### config.mk
export PLATFORM = sky130hd
export DESIGN_NAME = axi4l_reg_slave_flat
export DESIGN_NICKNAME = d
export VERILOG_FILES = /design/src/rtl/axi4l_pkg.sv /design/src/rtl/axi4l_reg_slave_if.sv /design/src/rtl/axi4l_reg_slave.sv /design/src/flat_wrapper.sv
export SDC_FILE = /design/constraint.sdc
export NUM_CORES = 1
export LEC_CHECK = 0
export ABC_AREA = 1
export CAP_MARGIN = 10
export CORE_AREA = 2 2 468 470
export DETAILED_ROUTE_END_ITERATION = 10
export DIE_AREA = 0 0 470 472
export SYNTH_ARGS = -nofsm -noshare
export SYNTH_HDL_FRONTEND = slang
export SYNTH_SLANG_ARGS = --single-unit
### constraint.sdc
create_clock -name axi4l_aclk -period 2.2 [get_ports axi4l_aclk]
set_clock_uncertainty 0.15 [all_clocks]
set_input_delay 0.22 -clock axi4l_aclk [delete_from_list [all_inputs] [get_ports axi4l_aclk]]
set_output_delay 0.22 -clock axi4l_aclk [all_outputs]
set_load 0.01 [all_outputs]
### src/rtl/axi4l_pkg.sv
// Shared AXI4-Lite definitions used by the register slave and by bus models.
package axi4l_pkg;

  typedef enum logic [1:0] {
    OKAY   = 2'b00,
    EXOKAY = 2'b01,
    SLVERR = 2'b10,
    DECERR = 2'b11
  } axi4l_resp_t;

endpackage

### src/rtl/axi4l_reg_slave_if.sv
// AXI4-Lite bus bundle between the SoC/sim master and the register slave.
// Every channel uses valid/ready: a beat transfers on a rising edge where both are 1;
// once valid is raised its payload stays stable until that edge.
interface axi4l_reg_slave_if #(
  parameter int ADDR_WIDTH = 32,
  parameter int DATA_WIDTH = 32
) ();
  import axi4l_pkg::*;

  logic [ADDR_WIDTH-1:0]   awaddr;
  logic                    awvalid;
  logic                    awready;
  logic [DATA_WIDTH-1:0]   wdata;
  logic [DATA_WIDTH/8-1:0] wstrb;
  logic                    wvalid;
  logic                    wready;
  axi4l_resp_t             bresp;
  logic                    bvalid;
  logic                    bready;
  logic [ADDR_WIDTH-1:0]   araddr;
  logic                    arvalid;
  logic                    arready;
  logic [DATA_WIDTH-1:0]   rdata;
  axi4l_resp_t             rresp;
  logic                    rvalid;
  logic                    rready;

  modport master (
    output awaddr, awvalid, wdata, wstrb, wvalid, bready, araddr, arvalid, rready,
    input  awready, wready, bresp, bvalid, arready, rdata, rresp, rvalid
  );

  modport slave (
    input  awaddr, awvalid, wdata, wstrb, wvalid, bready, araddr, arvalid, rready,
    output awready, wready, bresp, bvalid, arready, rdata, rresp, rvalid
  );

endinterface

### src/rtl/axi4l_reg_slave.sv
// AXI4-Lite register bank: NUM_REGS RW control words, RO slots served from status_in.
// One outstanding write and one outstanding read; the channels run independently.
module axi4l_reg_slave
  import axi4l_pkg::*;
#(
  parameter int                  ADDR_WIDTH = 32,
  parameter int                  DATA_WIDTH = 32,
  parameter int                  NUM_REGS   = 16,
  parameter logic [NUM_REGS-1:0] RO_MASK    = '0
) (
  input  logic                           axi4l_aclk,
  input  logic                           axi4l_arst,
  axi4l_reg_slave_if.slave               s_axi,
  output logic [NUM_REGS*DATA_WIDTH-1:0] ctrl_out,
  input  logic [NUM_REGS*DATA_WIDTH-1:0] status_in,
  output logic [NUM_REGS-1:0]            wr_strobe,
  output logic                           o_dbg_wr_busy,
  output logic                           o_dbg_rd_busy
);

  localparam int STRB_W   = DATA_WIDTH / 8;
  localparam int ADDR_LSB = $clog2(STRB_W);
  localparam int IDX_W    = $clog2(NUM_REGS);

  typedef enum logic {WR_IDLE, WR_RESP} wr_state_e;
  typedef enum logic {RD_IDLE, RD_DATA} rd_state_e;

  // Returns {in_range, word_index}; the full upper address takes part in the range test.
  function automatic logic [IDX_W:0] decode(input logic [ADDR_WIDTH-1:0] addr);
    logic [ADDR_WIDTH-1:0] word;
    word   = addr >> ADDR_LSB;
    decode = {(word < ADDR_WIDTH'(NUM_REGS)), addr[ADDR_LSB +: IDX_W]};
  endfunction

  // ---------------- write channel ----------------
  wr_state_e               r_wr_state;
  wr_state_e               w_wr_next;
  logic                    r_awready;
  logic                    r_wready;
  logic                    r_aw_held;
  logic                    r_w_held;
  logic                    r_bvalid;
  axi4l_resp_t             r_bresp;
  logic [ADDR_WIDTH-1:0]   r_awaddr;
  logic [DATA_WIDTH-1:0]   r_wdata;
  logic [STRB_W-1:0]       r_wstrb;
  logic [DATA_WIDTH-1:0]   r_regs [NUM_REGS];
  logic [NUM_REGS-1:0]     r_wr_strobe;

  logic                    w_aw_hs;
  logic                    w_w_hs;
  logic                    w_commit;
  logic [ADDR_WIDTH-1:0]   w_wr_addr;
  logic [DATA_WIDTH-1:0]   w_wr_data;
  logic [STRB_W-1:0]       w_wr_strb;
  logic [IDX_W:0]          w_wr_dec;
  logic [IDX_W-1:0]        w_wr_idx;
  logic                    w_wr_ok;

  always_comb begin
    w_aw_hs   = s_axi.awvalid && r_awready;
    w_w_hs    = s_axi.wvalid && r_wready;
    // A beat captured earlier wins over whatever is on the bus now.
    w_wr_addr = r_aw_held ? r_awaddr : s_axi.awaddr;
    w_wr_data = r_w_held ? r_wdata : s_axi.wdata;
    w_wr_strb = r_w_held ? r_wstrb : s_axi.wstrb;
    w_wr_dec  = decode(w_wr_addr);
    w_wr_idx  = w_wr_dec[IDX_W-1:0];
    w_wr_ok   = w_wr_dec[IDX_W] && !RO_MASK[w_wr_idx];
    w_commit  = 1'b0;
    w_wr_next = r_wr_state;
    case (r_wr_state)
      WR_IDLE: begin
        if ((r_aw_held || w_aw_hs) && (r_w_held || w_w_hs)) begin
          w_commit  = 1'b1;
          w_wr_next = WR_RESP;
        end
      end
      WR_RESP: begin
        if (r_bvalid && s_axi.bready) w_wr_next = WR_IDLE;
      end
      default: w_wr_next = WR_IDLE;
    endcase
  end

  always_ff @(posedge axi4l_aclk) begin
    if (axi4l_arst) r_wr_state <= WR_IDLE;
    else            r_wr_state <= w_wr_next;
  end

  always_ff @(posedge axi4l_aclk) begin
    if (axi4l_arst) begin
      r_awready   <= 1'b0;
      r_wready    <= 1'b0;
      r_aw_held   <= 1'b0;
      r_w_held    <= 1'b0;
      r_bvalid    <= 1'b0;
      r_bresp     <= OKAY;
      r_awaddr    <= '0;
      r_wdata     <= '0;
      r_wstrb     <= '0;
      r_wr_strobe <= '0;
      for (int i = 0; i < NUM_REGS; i++) r_regs[i] <= '0;
    end else begin
      r_wr_strobe <= '0;
      if (w_commit) begin
        r_aw_held <= 1'b0;
        r_w_held  <= 1'b0;
        r_awready <= 1'b0;
        r_wready  <= 1'b0;
        r_bvalid  <= 1'b1;
        if (w_wr_ok) begin
          r_bresp               <= OKAY;
          r_wr_strobe[w_wr_idx] <= 1'b1;
          for (int j = 0; j < STRB_W; j++) begin
            if (w_wr_strb[j]) r_regs[w_wr_idx][j*8 +: 8] <= w_wr_data[j*8 +: 8];
          end
        end else begin
          r_bresp <= SLVERR;
        end
      end else if (r_wr_state == WR_IDLE) begin
        if (w_aw_hs) begin
          r_aw_held <= 1'b1;
          r_awaddr  <= s_axi.awaddr;
        end
        if (w_w_hs) begin
          r_w_held <= 1'b1;
          r_wdata  <= s_axi.wdata;
          r_wstrb  <= s_axi.wstrb;
        end
        r_awready <= !(r_aw_held || w_aw_hs);
        r_wready  <= !(r_w_held || w_w_hs);
      end else if (r_bvalid && s_axi.bready) begin
        r_bvalid  <= 1'b0;
        r_awready <= 1'b1;
        r_wready  <= 1'b1;
      end
    end
  end

  // ---------------- read channel ----------------
  rd_state_e             r_rd_state;
  rd_state_e             w_rd_next;
  logic                  r_arready;
  logic                  r_rvalid;
  logic [DATA_WIDTH-1:0] r_rdata;
  axi4l_resp_t           r_rresp;

  logic                  w_ar_hs;
  logic [IDX_W:0]        w_rd_dec;
  logic [IDX_W-1:0]      w_rd_idx;
  logic [DATA_WIDTH-1:0] w_rd_data;
  axi4l_resp_t           w_rd_resp;

  always_comb begin
    w_ar_hs   = s_axi.arvalid && r_arready;
    w_rd_dec  = decode(s_axi.araddr);
    w_rd_idx  = w_rd_dec[IDX_W-1:0];
    w_rd_data = '0;
    w_rd_resp = SLVERR;
    if (w_rd_dec[IDX_W]) begin
      w_rd_resp = OKAY;
      if (RO_MASK[w_rd_idx]) w_rd_data = status_in[int'(w_rd_idx)*DATA_WIDTH +: DATA_WIDTH];
      else                   w_rd_data = r_regs[w_rd_idx];
    end
    w_rd_next = r_rd_state;
    case (r_rd_state)
      RD_IDLE: if (w_ar_hs) w_rd_next = RD_DATA;
      RD_DATA: if (r_rvalid && s_axi.rready) w_rd_next = RD_IDLE;
      default: w_rd_next = RD_IDLE;
    endcase
  end

  always_ff @(posedge axi4l_aclk) begin
    if (axi4l_arst) r_rd_state <= RD_IDLE;
    else            r_rd_state <= w_rd_next;
  end

  always_ff @(posedge axi4l_aclk) begin
    if (axi4l_arst) begin
      r_arready <= 1'b0;
      r_rvalid  <= 1'b0;
      r_rdata   <= '0;
      r_rresp   <= OKAY;
    end else if (r_rd_state == RD_IDLE) begin
      // Register contents are sampled before any same-edge write lands.
      if (w_ar_hs) begin
        r_rvalid  <= 1'b1;
        r_arready <= 1'b0;
        r_rdata   <= w_rd_data;
        r_rresp   <= w_rd_resp;
      end else begin
        r_arready <= 1'b1;
      end
    end else if (r_rvalid && s_axi.rready) begin
      r_rvalid  <= 1'b0;
      r_arready <= 1'b1;
    end
  end

  // ---------------- outputs ----------------
  assign s_axi.awready = r_awready;
  assign s_axi.wready  = r_wready;
  assign s_axi.bvalid  = r_bvalid;
  assign s_axi.bresp   = r_bresp;
  assign s_axi.arready = r_arready;
  assign s_axi.rvalid  = r_rvalid;
  assign s_axi.rdata   = r_rdata;
  assign s_axi.rresp   = r_rresp;
  assign wr_strobe     = r_wr_strobe;
  assign o_dbg_wr_busy = (r_wr_state == WR_RESP);
  assign o_dbg_rd_busy = (r_rd_state == RD_DATA);

  for (genvar g = 0; g < NUM_REGS; g++) begin : g_ctrl
    assign ctrl_out[g*DATA_WIDTH +: DATA_WIDTH] = r_regs[g];
  end

endmodule

### src/flat_wrapper.sv
// flat-port wrapper written by rule: the top's interface ports become plain ports
module axi4l_reg_slave_flat import axi4l_pkg::*;
#(
  parameter int                  ADDR_WIDTH = 32,
  parameter int                  DATA_WIDTH = 32,
  parameter int                  NUM_REGS   = 16,
  parameter logic [NUM_REGS-1:0] RO_MASK    = '0
)
  (axi4l_aclk, axi4l_arst, ctrl_out, status_in, wr_strobe, o_dbg_wr_busy, o_dbg_rd_busy, s_axi_awaddr, s_axi_awvalid, s_axi_wdata, s_axi_wstrb, s_axi_wvalid, s_axi_bready, s_axi_araddr, s_axi_arvalid, s_axi_rready, s_axi_awready, s_axi_wready, s_axi_bresp, s_axi_bvalid, s_axi_arready, s_axi_rdata, s_axi_rresp, s_axi_rvalid);
  axi4l_reg_slave_if #(.ADDR_WIDTH(ADDR_WIDTH), .DATA_WIDTH(DATA_WIDTH)) s_axi_i ();
  input  logic axi4l_aclk;
  input  logic axi4l_arst;
  output logic [NUM_REGS*DATA_WIDTH-1:0] ctrl_out;
  input  logic [NUM_REGS*DATA_WIDTH-1:0] status_in;
  output logic [NUM_REGS-1:0] wr_strobe;
  output logic o_dbg_wr_busy;
  output logic o_dbg_rd_busy;
  input wire logic [$bits(s_axi_i.awaddr)-1:0] s_axi_awaddr;
  input wire logic [$bits(s_axi_i.awvalid)-1:0] s_axi_awvalid;
  input wire logic [$bits(s_axi_i.wdata)-1:0] s_axi_wdata;
  input wire logic [$bits(s_axi_i.wstrb)-1:0] s_axi_wstrb;
  input wire logic [$bits(s_axi_i.wvalid)-1:0] s_axi_wvalid;
  input wire logic [$bits(s_axi_i.bready)-1:0] s_axi_bready;
  input wire logic [$bits(s_axi_i.araddr)-1:0] s_axi_araddr;
  input wire logic [$bits(s_axi_i.arvalid)-1:0] s_axi_arvalid;
  input wire logic [$bits(s_axi_i.rready)-1:0] s_axi_rready;
  output wire logic [$bits(s_axi_i.awready)-1:0] s_axi_awready;
  output wire logic [$bits(s_axi_i.wready)-1:0] s_axi_wready;
  output wire logic [$bits(s_axi_i.bresp)-1:0] s_axi_bresp;
  output wire logic [$bits(s_axi_i.bvalid)-1:0] s_axi_bvalid;
  output wire logic [$bits(s_axi_i.arready)-1:0] s_axi_arready;
  output wire logic [$bits(s_axi_i.rdata)-1:0] s_axi_rdata;
  output wire logic [$bits(s_axi_i.rresp)-1:0] s_axi_rresp;
  output wire logic [$bits(s_axi_i.rvalid)-1:0] s_axi_rvalid;
  assign s_axi_i.awaddr = s_axi_awaddr;
  assign s_axi_i.awvalid = s_axi_awvalid;
  assign s_axi_i.wdata = s_axi_wdata;
  assign s_axi_i.wstrb = s_axi_wstrb;
  assign s_axi_i.wvalid = s_axi_wvalid;
  assign s_axi_i.bready = s_axi_bready;
  assign s_axi_i.araddr = s_axi_araddr;
  assign s_axi_i.arvalid = s_axi_arvalid;
  assign s_axi_i.rready = s_axi_rready;
  assign s_axi_awready = s_axi_i.awready;
  assign s_axi_wready = s_axi_i.wready;
  assign s_axi_bresp = s_axi_i.bresp;
  assign s_axi_bvalid = s_axi_i.bvalid;
  assign s_axi_arready = s_axi_i.arready;
  assign s_axi_rdata = s_axi_i.rdata;
  assign s_axi_rresp = s_axi_i.rresp;
  assign s_axi_rvalid = s_axi_i.rvalid;
  axi4l_reg_slave #(.ADDR_WIDTH(ADDR_WIDTH), .DATA_WIDTH(DATA_WIDTH), .NUM_REGS(NUM_REGS), .RO_MASK(RO_MASK)) u_core (.axi4l_aclk(axi4l_aclk), .axi4l_arst(axi4l_arst), .s_axi(s_axi_i), .ctrl_out(ctrl_out), .status_in(status_in), .wr_strobe(wr_strobe), .o_dbg_wr_busy(o_dbg_wr_busy), .o_dbg_rd_busy(o_dbg_rd_busy));
endmodule
==> results.tsv, run 1 <==
stage	metric	value	unit
finish	final_core_util	0.221	
die	die_y	472	µm
clock_tree	htreeDepth	3	
routing	wirelength	165	mm
setup_path	cpMaxStageDelayCell	dfxtp_4	
timing	hold_viol_final	0	
die	num_rows	171	
clock_tree	numCtsBuffers	78	
logic_synthesis	syn_area	29000	µm²
finish	layout.area.seq	17900	µm²
grt	grt_max_degree	78	
setup_path	cp_top_family	simple AND/OR/NAND/NOR gates	
timing	worstMarginPinSlew	0.779	ns
run_status	violations	negative setup slack	
logic_synthesis	ys_warn_count	0	
timing	finalSetupViolations	913	
grt	met2_usage	0.225	
grt	top_usage_layer	met2	
logic_synthesis	ys_ff_latch	637	
timing	period_minus_slack	2.40	ns
finish	drive_above_1_share	0.231	
timing	slew_headroom	0.480	
routing	drt_iter0_markers	2764	
grt	grt_first_pass_wirelength	217	mm
die	start_util	0.134	
power_and_ir_drop	leakagePower	17.1	nW
logic_synthesis	yosysTopAreaCell	edfxtp_1	
setup_path	start_kind	flip-flop	
grt	grt_pass1_vias	25600	
setup_path	crit_type	flip-flop to flip-flop	
logic_synthesis	synth_top_cell_area_share	0.531	
timing	period_share	1.09	
die	die-area	222000	µm²
setup_path	cp.arrival	2.64	ns
finish	multi_input_area	12100	µm²
setup_path	end_kind	flip-flop	
die	core-area	217000	µm²
run_status	status	finished, violations left	
routing	drt-pass1-iter-count	6	
clock_tree	clk_pin_slew	0.05	ns
routing	antenna_left	0	
finish	final_cells	6795	
finish	fillers	23200	
grt	grtUsageMet1	0.172	
placed_design	place_congestion	0.882	
logic_synthesis	synth_common_cells	nand2_1, nor2_1, edfxtp_1	
die	ioPinCount	1190	
placed_design	dpl.cell_count	6566	
clock_tree	clock_latency	0.70	ns
timing	drv_slew	0	
die	die_width	470	µm
power_and_ir_drop	vdd_drop_max	0.552	mV
setup_path	path_cells	buf_6 -> or2_1 -> nor2_1 -> nand2_1 -> nand2_2 -> nand2_2 -> nor2_4 -> buf_12 -> buf_16 -> buf_12 -> nand4_4 -> nand2_2 -> buf_12	
logic_synthesis	synthTopCellsByArea	edfxtp_1, dfxtp_1, nand2_1	
routing	vias_per_cell	3.92	
timing	rsz0062_at_grt	true	
placed_design	place_hpwl	130	mm
setup_path	r2r_slack	-0.20	ns
logic_synthesis	seq_area_frac_synth	0.617	
hold_path	hp-class	input pin to flip-flop	
grt	antenna_found_initial	29	
setup_path	slowest_delay	0.37	ns
finish	areaGrowthSynthToFinish	65.1	%
routing	drc	0	
grt	met3_usage	0.0412	
setup_path	cp.required	2.44	ns
power_and_ir_drop	power_density	691	nW/µm²
logic_synthesis	yosysMostFrequentCell	nand2_1	
routing	wl_per_cell	24.2	µm
timing	max_freq	0.416	GHz
logic_synthesis	async_flop_share	0	
grt	grt.overflow.total	0	
logic_synthesis	syn_avg_cell_area	9.83	µm²
logic_synthesis	syn_inst	2947	
logic_synthesis	synth_cell_types	34	
placed_design	io_buffers	671	
grt	grt.total_usage	0.143	
setup_path	crit_buf_inv	5	
clock_tree	cts_tree	done	
logic_synthesis	synth_ff_type	edfxtp_1	
setup_path	path_max_fanout	8	
flow_run	maxCapViolCount	0	
timing	setup_slack	-0.202	ns
finish	nNetsFinal	4481	
clock_tree	cts-root-buf	clkbuf_16	
clock_tree	cts.sinks	637	
clock_tree	clock_path_buffers	3	
routing	vias	26600	
logic_synthesis	synth_edf_count	512	
-- path summary, 6_finish.rpt --
kind / startpoint / depth (start not counted) / end
max: u_core.r_aw_held / 13 / u_core.r_regs[15][21]
min: s_axi_awaddr[31] / 3 / u_core.r_awaddr[31]
max reg2reg: u_core.r_aw_held / 13 / u_core.r_regs[15][21]
min reg2reg: u_core.r_awaddr[16] / 2 / u_core.r_awaddr[16]
-- stage by stage --
| stage | hold WS (ns) | worst slack (ns) | power, W | setup TNS [ns] | instance area, µm² |
|---|---|---|---|---|---|
| finish | 0.0814 | -0.202 | 0.0331 | -84.92 | 47800 |
| global route | 0.0605 | -0.289 | 0.0341 | -174.76 | 47800 |
| global placement | 0.292 | -0.577 | 0.0195 | -414.81 | 42200 |
| detailed placement | 0.299 | -0.600 | 0.0195 | -426.11 | 42200 |
| floorplan | 0.186 | -0.0567 | 0.0159 | -0.907 | 29000 |
| CTS | 0.00181 | -0.214 | 0.0333 | -116.70 | 46800 |
-- cells by family (layout without fill, tap and decap cells) --
kind of cell / after synthesis / after routing / share of synthesized area
multiplexers: 32 / 32 / 0.0111
flip-flops: 637 / 637 / 0.617
AO/OA/AOI/OAI: 126 / 126 / 0.0227
other: 1 / 18 / 0.000129
buffers and inverters: 227 / 1204 / 0.0345
AND/OR/NAND/NOR: 1924 / 1924 / 0.315
-- power by group --
group          leakage [nW]  switching (W)  total [W]  internal, W
Clock                  1.28        0.00556     0.0135      0.00792
Sequential             6.30       0.000405     0.0139       0.0135
Combinational          9.54        0.00366    0.00572      0.00206
Total                  17.1        0.00962     0.0331       0.0234
-- sequential cells by signal (all words and copies together) (netlist names) --
signal	count
u_core.o_dbg_rd_busy	1
u_core.s_axi.rvalid	1
u_core.r_w_held	1
u_core.s_axi.arready	1
u_core.s_axi.rdata	32
u_core.r_wstrb	4
u_core.s_axi.rresp	1
u_core.s_axi.bvalid	1
u_core.r_regs	512
u_core.r_wdata	32
u_core.o_dbg_wr_busy	1
u_core.s_axi.wready	1
u_core.r_aw_held	1
u_core.s_axi.bresp	1
u_core.s_axi.awready	1
u_core.r_awaddr	30
u_core.wr_strobe	16
-- timing repair --
| item | CTS | global route |
|---|---|---|
| resized for setup | 439 | 281 |
| endpoints found under the hold margin | 70 | 0 |
| gates cloned | 4 | 0 |
| hold buffers | 65 | 0 |
| pin swaps | 15 | 20 |
| setup buffers | 7 | 1 |
| endpoints found under the setup margin | 1125 | 1053 |
-- final cells by class --
class,instances,area share
Inverter,29,0.00264
Multi-Input combinational cell,2084,0.254
Clock inverter,41,0.0112
Timing Repair Buffer,1032,0.239
Clock buffer,102,0.0442
Antenna cell,16,0.000837
Sequential cell,637,0.374
Tap cell,2854,0.0747
-- metal layers --
metal | vias up | wire (µm)
li1 | 12000 | -
met1 | 12900 | 65000
met3 | 287 | 14000
met2 | 1436 | 73700
met4 | 20 | 11800
met5 | - | 131
-- worst min-delay path, stage by stage --
cell and delay [ns]:
clkdlybuf4s50_1 0.48, o21ai_0 0.10, nor2_1 0.09
-- cells in the final DEF (no fill, tap or decap), types with 4 or more instances in the layout --
cell and count:
a21oi_1 50, buf_12 121, buf_16 5, buf_4 105, buf_6 55, buf_8 16, bufinv_16 9, clkbuf_1 18
clkbuf_16 79, clkbuf_8 6, clkdlybuf4s50_1 575, clkinv_1 9, clkinv_2 6, clkinvlp_4 4, dfxtp_1 123, diode_2 16
dlygate4sd2_1 85, dlygate4sd3_1 65, edfxtp_1 512, inv_1 20, inv_2 4, inv_6 6, inv_8 5, mux2i_2 32
nand2_1 585, nand2_2 31, nand2_4 46, nand3_1 485, nand4_4 62, nor2_1 397, nor2_2 113, nor2_4 168
nor3_1 13, nor3_2 9, o21ai_0 69, o21ai_2 4, or2_1 5
Note: power is estimated with default switching activity, not from simulation.
==> inputs of run 2 (changes only) <==
CTS_CLUSTER_SIZE = 16   (was default)
RECOVER_POWER = 25   (was default)
==> run 2 against run 1 <==
  * The run still ends with negative setup slack left
  * Worst hold slack got worse by 0.0036 ns
  * Sequential cell count did not move
  * First-iteration DRC count rose by 5.9%
  * Combinational power barely moved
  * Critical path depth rose by 1
  * Critical endpoint is now u_core.r_regs[4][13]
  * Final cell count barely moved
  * Utilization barely moved
==> results.tsv, run 2 (synthesized netlist as in run 1, its figures left out) <==
stage	metric	value	unit
routing	wirelength	165	mm
routing	drt_iter0_markers	2928	
die	die_y	472	µm
setup_path	cp.required	2.46	ns
die	num_rows	171	
setup_path	worstReg2RegStart	u_core.r_aw_held	
setup_path	crit_buf_inv	6	
routing	drc	0	
setup_path	crit_start	u_core.r_aw_held	
setup_path	worst-path-stages	14	
timing	period_minus_slack	2.38	ns
die	core-area	217000	µm²
finish	fillers	23200	
finish	areaGrowthSynthToFinish	65.2	%
setup_path	r2r_slack	-0.18	ns
finish	layout.area.seq	17900	µm²
grt	grtUsageMet1	0.172	
timing	hold_viol_final	0	
die	ioPinCount	1190	
routing	vias_per_cell	3.94	
routing	drt-pass1-iter-count	6	
grt	antenna_found_initial	24	
grt	grt.total_usage	0.143	
timing	worstMarginPinSlew	1.25	ns
timing	rsz0062_at_grt	true	
setup_path	cp_top_family	buffers and inverters	
timing	period_share	1.08	
timing	drv_slew	0	
setup_path	path_max_fanout	5	
setup_path	crit_path_end	u_core.r_regs[4][13]	
finish	top_register	u_core.r_regs	
power_and_ir_drop	power_density	692	nW/µm²
finish	multi_input_area	12200	µm²
setup_path	path_cells	buf_6 -> or2_1 -> nor2_1 -> nand2_1 -> nand2_2 -> nand2_2 -> nor2_4 -> buf_12 -> buf_4 -> buf_16 -> buf_8 -> nand4_4 -> nand2_2 -> buf_6	
run_status	status	finished, violations left	
setup_path	slowest_delay	0.37	ns
grt	grt_first_pass_wirelength	218	mm
setup_path	start_kind	flip-flop	
grt	grt_max_degree	78	
clock_tree	clock_path_buffers	3	
power_and_ir_drop	leakagePower	17.1	nW
finish	nNetsFinal	4482	
die	start_util	0.134	
placed_design	place_hpwl	130	mm
clock_tree	clk_pin_slew	0.05	ns
finish	largest_register_ffs	512	
timing	finalSetupViolations	965	
placed_design	place_congestion	0.882	
flow_run	maxCapViolCount	0	
setup_path	crit_type	flip-flop to flip-flop	
setup_path	r2r_end	u_core.r_regs[4][13]	
placed_design	io_buffers	671	
die	die-area	222000	µm²
routing	vias	26700	
setup_path	cpMostUsedCell	nand2_2	
finish	finalInstanceArea	47900	µm²
grt	grt_pass1_vias	25600	
hold_path	hp-class	input pin to flip-flop	
run_status	violations	negative setup slack	
timing	setup_slack	-0.182	ns
power_and_ir_drop	vdd_drop_max	0.602	mV
placed_design	dpl-instance-area	42200	µm²
setup_path	ff2ff_path_depth	14	
finish	drive_above_1_share	0.233	
clock_tree	htreeDepth	3	
placed_design	place_ws	-0.600	ns
clock_tree	numCtsBuffers	78	
power_and_ir_drop	design_power_total	0.0331	W
finish	final_common_cell	nand2_1	
finish	final_core_util	0.221	
setup_path	cp.arrival	2.64	ns
routing	antenna_left	0	
clock_tree	cts-root-buf	clkbuf_16	
timing	max_freq	0.420	GHz
grt	met2_usage	0.225	
setup_path	end_kind	flip-flop	
grt	met3_usage	0.0413	
finish	final_cell_mix	nand2_1, clkdlybuf4s50_1, edfxtp_1	
routing	wl_per_cell	24.2	µm
timing	slew_headroom	0.170	
grt	grt.overflow.total	0	
setup_path	cpMaxStageDelayCell	dfxtp_4	
grt	top_usage_layer	met2	
die	die_width	470	µm
clock_tree	clock_latency	0.69	ns
clock_tree	cts_tree	done	
clock_tree	cts.sinks	637	
## run 2: how the worst min path moves through the flow
| stage | from | endpoint | cells after the start |
|---|---|---|---|
| 2_1_floorplan | s_axi_rready | u_core.s_axi.rvalid | 1 |
| 3_3_place_gp | u_core.r_awaddr[26] | u_core.r_awaddr[26] | 2 |
| 3_5_place_dp | u_core.r_awaddr[16] | u_core.r_awaddr[16] | 2 |
| 4_1_cts | s_axi_awaddr[31] | u_core.r_awaddr[31] | 3 |
| 5_1_grt | s_axi_awaddr[31] | u_core.r_awaddr[31] | 3 |
| 6_report | s_axi_awaddr[31] | u_core.r_awaddr[31] | 3 |
## run 2: power breakdown
group          switching [W]  internal (W)
registers           0.000405        0.0135
clock network        0.00556       0.00796
logic                0.00367       0.00205
## run 2: metal layers
| metal | part of all wire | routed length [µm] |
|---|---|---|
| met5 | 0.00069 | 114 |
| met3 | 0.085 | 13900 |
| met2 | 0.45 | 74000 |
| met1 | 0.39 | 64900 |
| met4 | 0.071 | 11700 |
## run 2: layout make-up
cell class                 count  share of cell area
clock inverter                40              0.0111
antenna                       10            0.000523
clock buffer                 103              0.0444
tap                         2854              0.0746
inverter                      29             0.00264
timing repair buffer        1033               0.238
multi-input combinational   2084               0.255
sequential                   637               0.374
## run 2: worst reg2reg max path, delay by kind of cell, from the launching register on
| kind | cells | cell delay [ns] |
|---|---|---|
| buffers and inverters | 6 | 0.79 |
| and+or+nand+nor | 8 | 0.77 |
| DFF | 1 | 0.37 |
## run 2: repair_timing
item / 4_1_cts / 5_1_grt
endpoints found under the setup margin: 1125 / 1052
hold endpoints to repair: 69 / 0
gates cloned: 4 / 0
hold buffers: 64 / 0
buffers inserted: 7 / 3
resized for setup: 491 / 242
pin swaps: 16 / 20
## run 2: through the flow
stage	TNS [ns]	std cells	hold WS (ns)
after floorplan	-0.907	2948	0.186
final	-82.64	6790	0.0777
after global placement	-414.81	6566	0.292
after global routing	-191.08	6786	0.0584
after CTS	-117.33	6781	0.000460
after detailed placement	-426.11	6566	0.299
